## src/rtl/pattern_scan_ctrl.sv

```systemverilog
`default_nettype none
// ============================================================================
//  Module   : pattern_scan_ctrl
//  Brief    : Scans a message in data memory for a 5-bit pattern and writes
//             three match counts (in-byte, bytes-with-match, stream) back.
//  Revision : 1.0  initial release
// ============================================================================
module pattern_scan_ctrl #(
  parameter int AW        = 8,
  parameter int MSG_BASE  = 0,
  parameter int NUM_BYTES = 32,
  parameter int PAT_ADDR  = 32,
  parameter int RES_ADDR  = 33
) (
  input  logic          clk,
  input  logic          reset,
  input  logic          req,
  output logic          done,
  output logic          busy,
  output logic [AW-1:0] mem_addr,
  input  logic [7:0]    mem_rd_data,
  output logic          mem_wr_en,
  output logic [7:0]    mem_wr_data
);

  localparam int              c_IW   = $clog2(NUM_BYTES);
  localparam logic [c_IW-1:0] c_LAST = c_IW'(NUM_BYTES - 1);

  localparam logic [2:0] c_IDLE   = 3'd0;
  localparam logic [2:0] c_RD_PAT = 3'd1;
  localparam logic [2:0] c_SCAN   = 3'd2;
  localparam logic [2:0] c_WR_B   = 3'd3;
  localparam logic [2:0] c_WR_O   = 3'd4;
  localparam logic [2:0] c_WR_S   = 3'd5;
  localparam logic [2:0] c_FIN    = 3'd6;

  logic [2:0]      r_state;
  logic [2:0]      w_next;
  logic [4:0]      r_pat;
  logic [3:0]      r_prev_lo;   // only the low nibble of the previous byte feeds crossing windows
  logic [c_IW-1:0] r_idx;
  logic [7:0]      r_ctb;
  logic [7:0]      r_cto;
  logic [7:0]      r_cts;
  logic            r_done;

  logic [11:0]     w_word;
  logic [7:0]      w_hit;
  logic [2:0]      w_inb;
  logic [2:0]      w_cross;
  logic            w_start;

  function automatic logic [2:0] pop4(input logic [3:0] v);
    return {2'b00, v[0]} + {2'b00, v[1]} + {2'b00, v[2]} + {2'b00, v[3]};
  endfunction

  // Stream word: previous byte's low nibble followed by the current byte
  // (MSB-first stream, so earlier bits sit at higher positions).
  assign w_word = {r_prev_lo, mem_rd_data};

  // Windows 0..3 lie inside the current byte, 4..7 straddle the byte boundary.
  for (genvar j = 0; j < 8; j++) begin : g_win
    assign w_hit[j] = (w_word[j+4:j] == r_pat);
  end

  assign w_inb   = pop4(w_hit[3:0]);
  // Byte 0 has no predecessor, so its crossing windows do not exist.
  assign w_cross = (r_idx != '0) ? pop4(w_hit[7:4]) : 3'd0;

  assign w_start = ((r_state == c_IDLE) || (r_state == c_FIN)) && req;
  assign done    = r_done;

  // State register.
  always_ff @(posedge clk or posedge reset) begin
    if (reset) r_state <= c_IDLE;
    else       r_state <= w_next;
  end

  // Next-state logic; requests are only honoured from IDLE or FIN.
  always_comb begin
    w_next = r_state;
    case (r_state)
      c_IDLE, c_FIN: if (req) w_next = c_RD_PAT;
      c_RD_PAT:      w_next = c_SCAN;
      c_SCAN:        if (r_idx == c_LAST) w_next = c_WR_B;
      c_WR_B:        w_next = c_WR_O;
      c_WR_O:        w_next = c_WR_S;
      c_WR_S:        w_next = c_FIN;
      default:       w_next = c_IDLE;
    endcase
  end

  // Memory-side outputs decoded from the current state.
  always_comb begin
    busy        = 1'b0;
    mem_addr    = '0;
    mem_wr_en   = 1'b0;
    mem_wr_data = 8'h00;
    case (r_state)
      c_RD_PAT: begin
        busy     = 1'b1;
        mem_addr = AW'(PAT_ADDR);
      end
      c_SCAN: begin
        busy     = 1'b1;
        mem_addr = AW'(MSG_BASE) + AW'(r_idx);
      end
      c_WR_B: begin
        busy        = 1'b1;
        mem_addr    = AW'(RES_ADDR);
        mem_wr_en   = 1'b1;
        mem_wr_data = r_ctb;
      end
      c_WR_O: begin
        busy        = 1'b1;
        mem_addr    = AW'(RES_ADDR + 1);
        mem_wr_en   = 1'b1;
        mem_wr_data = r_cto;
      end
      c_WR_S: begin
        busy        = 1'b1;
        mem_addr    = AW'(RES_ADDR + 2);
        mem_wr_en   = 1'b1;
        mem_wr_data = r_cts;
      end
      default: ;
    endcase
  end

  // Pattern latch and match counters; cleared at the start of every job.
  always_ff @(posedge clk or posedge reset) begin
    if (reset) begin
      r_pat     <= '0;
      r_prev_lo <= '0;
      r_idx     <= '0;
      r_ctb     <= '0;
      r_cto     <= '0;
      r_cts     <= '0;
    end else begin
      case (r_state)
        c_RD_PAT: begin
          r_pat     <= mem_rd_data[4:0];
          r_prev_lo <= '0;
          r_idx     <= '0;
          r_ctb     <= '0;
          r_cto     <= '0;
          r_cts     <= '0;
        end
        c_SCAN: begin
          r_ctb     <= r_ctb + {5'b0, w_inb};
          r_cto     <= r_cto + {7'b0, |w_hit[3:0]};
          r_cts     <= r_cts + {5'b0, w_inb} + {5'b0, w_cross};
          r_prev_lo <= mem_rd_data[3:0];
          r_idx     <= r_idx + c_IW'(1);
        end
        default: ;
      endcase
    end
  end

  // Completion flag: cleared when a job is accepted, raised once FIN is reached.
  always_ff @(posedge clk or posedge reset) begin
    if (reset)                  r_done <= 1'b0;
    else if (w_start)           r_done <= 1'b0;
    else if (r_state == c_FIN)  r_done <= 1'b1;
  end

endmodule
`default_nettype wire

```

## config.mk

```make
export PLATFORM = sky130hd
export DESIGN_NAME = pattern_scan_ctrl
export DESIGN_NICKNAME = d
export VERILOG_FILES = /design/src/rtl/pattern_scan_ctrl.sv
export SDC_FILE = /design/constraint.sdc
export NUM_CORES = 1
export LEC_CHECK = 0
export CAP_MARGIN = 20
export CORE_ASPECT_RATIO = 0.7
export CORE_UTILIZATION = 52
export DETAILED_ROUTE_END_ITERATION = 6
export PLACE_DENSITY = 0.79
export SLEW_MARGIN = 20
export SYNTH_ARGS = -nofsm -noshare
export SYNTH_HDL_FRONTEND = slang
export SYNTH_SLANG_ARGS = --single-unit
```

## constraint.sdc

```tcl
create_clock -name clk -period 3.7 [get_ports clk]
set_input_delay 0.37 -clock clk [delete_from_list [all_inputs] [get_ports clk]]
set_output_delay 0.37 -clock clk [all_outputs]
set_load 0.05 [all_outputs]
```

==> summary.txt <==
Worst hold path
  – Worst hold path type: reg2reg

Global route
  – Vias in the first global route: ~2.4k
  – Largest net degree at the start of global routing: 43
  – Initial antenna violation count: 0
  – First-pass GRT wire length: 11,900 µm
  – Total GRT Usage: 25.1%
  – Grt total ovfl: 0

CTS
  – H-tree depth: 2
  – CTS tree: built
  – Longest Clk Path Bufs: 2
  – Clk Latency, worst-skew pair: 0.30 ns
  – Root buffer cell: clkbuf_8
  – Clk sinks: 42
  – CTS Buf Count: 5
  – # hold bufs at CTS: 0
  – Clock Pin Slew Worst Setup and Hold Paths: around 0.09 ns

Cells and area
  – Ant. Diodes: 0
  – Fin area: ~0.0037 mm²
  – Final Util: 68.2%
  – Share of cells above drive strength 1: about a fifth
  – Syn-to-layout area delta: 21.9%
  – Fillers: between 400 and 500
  – Nets: between 400 and 500

Synthesis
  – Seq/Total Area, Yosys: roughly a third
  – Top cell type's share of synthesized area: between 30% and 40%
  – Mapped Avg Cell Area: ~9.2 µm²
  – Top cells by area, synth: dfrtp_1 34%, ha_1 7.4%, xnor2_1 6.6%, xor2_1 6.0%, nand2_1 5.7%
  – Syn Inst Count: 333
  – Synth cell types: 42
  – Post-synthesis register bit count: 42
  – Post-Synthesis Cell Area: between 0.003 and 0.004 mm²
  – YS warnings: 0
  – Yosys top cell by area: dfrtp_1

Placement
  – Routability Congestion: 0.906
  – Post-Place Worst Slack: -0.552 ns
  – Input/output buffers: 27
  – HPWL after detailed placement: about 5000 µm
  – DP Area: approximately 0.0035 mm²

Detailed routing
  – Via Count: roughly 2.5k
  – Drt pass-1 iters: 5
  – Drt total wl: between 7000 and 8000 µm
  – Drt via density: 5.60
  – Initial DRC count: between 200 and 250
  – Post-DR wirelength/cell: 15.9 µm
  – Remaining antenna violation count: 0
  – # DRC: 0

Critical path
  – Startpoint Class: register
  – Worst endpoint data arrival time: 3.93 ns
  – Critical path class: reg2reg
  – CP max-delay cell: fa_1
  – CP Capture Type: register
  – Critical-path maximum fanout: 6
  – Slowest stage delay, CP: between 0.5 and 0.6 ns
  – CP required: slightly below 4 ns
  – Critical-path cell list: buf_12 > xnor2_1 > nand3_1 > nor3_2 > fa_1 > ha_1 > ha_1 > nand2_1 > fa_1 > inv_2 > ha_4 > fa_2 > a21oi_2 > nor2b_1 > nand4_1 > nand3_1 > o21ai_1

Pwr
  – Worst-case vdd ir drop: around 260 µV
  – Leak Pwr: roughly 0.0017 µW
  – Power per cell area: 683 mW/mm²
  – Total Power: approximately 2500 µW

STA
  – Final period util: 100%
  – Least-Margin Pin Slew: 0.826 ns
  – Period minus WS final: roughly 3.7 ns
  – PnR worst setup slack: -0.00895 ns
  – Final setup fails: 2
  – Final hold violation count: 0
  – Worst Skew: about 0.013 ns
  – Max-slew violation count: 0
  – Worst slew margin: 44.8%
  – Max frequency: between 200 and 300 MHz
  – Unrepaired setup endpoints after global routing: yes
  – Setup TNS Final: -0.0175 ns

Floorplan
  – Die Span Y: 66.1 µm
  – DIE WIDTH: about 94 µm
  – # IOs: 30
  – Core area: ~0.0055 mm²
  – Row count: 22
  – Die ar.: between 0.006 and 0.007 mm²
  – Initial Utilization: 55.9%

Status
  – Failing checks: setup timing
  – Status: finished, violations left

Run
  – Maximum Capacitance Violations: 0
[cells by family after synthesis]
family / Yosys count / synth area share, %
simple gates: 106 / 17.3
flops: 42 / 34.5
fa+ha+maj: 24 / 11.3
buf+inv: 39 / 6.20
xor+xnor: 44 / 12.6
compound gates: 62 / 13.0
other cells: 1 / 0.123
mux: 15 / 4.96
[synthesized netlist by cell type (all sizes together)]
master  count
nand2      46
dfrtp      42
o21ai      26
xnor2      23
xor2       21
nand3      20
ha         18
buf        14
inv        14
mux2i      14
a22o       12
clkbuf     11
nor3       11
nor2        8
a21oi       7
and3        6
fa          6
o31ai       6
o211ai      5
a21o        4
nand4       3
nand2b      2
nor2b       2
nor3b       2
and2        1
conb        1
mux2        1
nand3b      1
o21bai      1
o22ai       1
or2         1
or3         1
or4         1
or4b        1
[registers in the layout, summed over array words and instances (netlist names)]
| register | flops |
|---|---|
| r_pat | 5 |
| r_state | 3 |
| r_cto | 8 |
| r_idx | 5 |
| r_cts | 8 |
| r_prev_lo | 4 |
| r_ctb | 8 |
| done | 1 |
[final cells by class]
cell class,count,area (µm²),area share (%)
clock inverters,2,13.8,0.370
clock buffers,6,72.6,1.95
well taps,72,90.1,2.42
inverters,14,52.6,1.41
multi-input cells,253,1910,51.5
repair buffers,59,520,14.0
flip-flops and latches,42,1050,28.4
[timing repair]
action / 4_1_cts / 5_1_grt
endpoints found under the hold margin: 0 / 0
buffers inserted: 1 / 0
gates cloned: 0 / 0
pin swaps: 13 / 5
setup endpoints to repair: 6 / 10
gates resized for setup: 14 / 14
[power by group]
group / leakage (µW) / switching, µW / internal, µW / total, µW
registers: 0.000561 / 204 / 581 / 785
logic: 0.00113 / 841 / 616 / 1460
clock network: 0.0000452 / 163 / 133 / 296
total: 0.00174 / 1210 / 1330 / 2540
[final timing paths]
kind                            startpoint  endpoint  depth (start not counted)  slack, ns
worst min-delay path              r_cto[7]  r_cto[7]                          1       0.49
worst max register to register    r_pat[0]  r_cts[7]                         17     -0.009
worst min register to register    r_cto[7]  r_cto[7]                          1       0.49
worst max-delay path              r_pat[0]  r_cts[7]                         17     -0.009
min in group asynchronous            reset  r_idx[1]                          3       0.51
max in group asynchronous            reset  r_pat[4]                          3       2.77
[layout by cell type, fill, tap and decap left out, types with 5 or more instances in the layout]
cell type	n
nand2_1	46
dfrtp_1	39
buf_4	30
o21ai_0	24
clkdlybuf4s50_1	22
xnor2_1	21
xor2_1	20
nand3_1	19
ha_1	15
mux2i_1	14
a22o_1	12
inv_1	9
nor2_1	7
nor3_2	6
and3_1	6
o31ai_1	6
inv_2	5
a21oi_1	5
o211ai_1	5
fa_1	5
clkbuf_8	5
dlygate4sd2_1	5
[critical path: cells and delay by family (launching register included)]
family / cells / cell delay [ns]
adder cells (fa/ha/maj): 6 / 1.94
AND/OR/NAND/NOR: 6 / 0.66
flip-flops: 1 / 0.41
AO/OA/AOI/OAI: 2 / 0.23
XOR/XNOR: 1 / 0.22
buffers and inverters: 2 / 0.19
[metal layers]
layer  global-route usage, %  vias up  wire (µm)
met1                    38.8     1237       3720
met3                    4.25        5        355
met5                       0        -          0
met2                    37.4       58       3040
met4                    3.46        0         25
li1                        -     1209          -
[per-stage QoR]
stage / instances / hold WS [ns]
2_1_floorplan: 334 / 0.448
5_1_grt: 448 / 0.514
6_report: 448 / 0.486
4_1_cts: 448 / 0.489
3_3_place_gp: 439 / 0.471
3_5_place_dp: 439 / 0.472
Power figures use the tool's default switching activity.
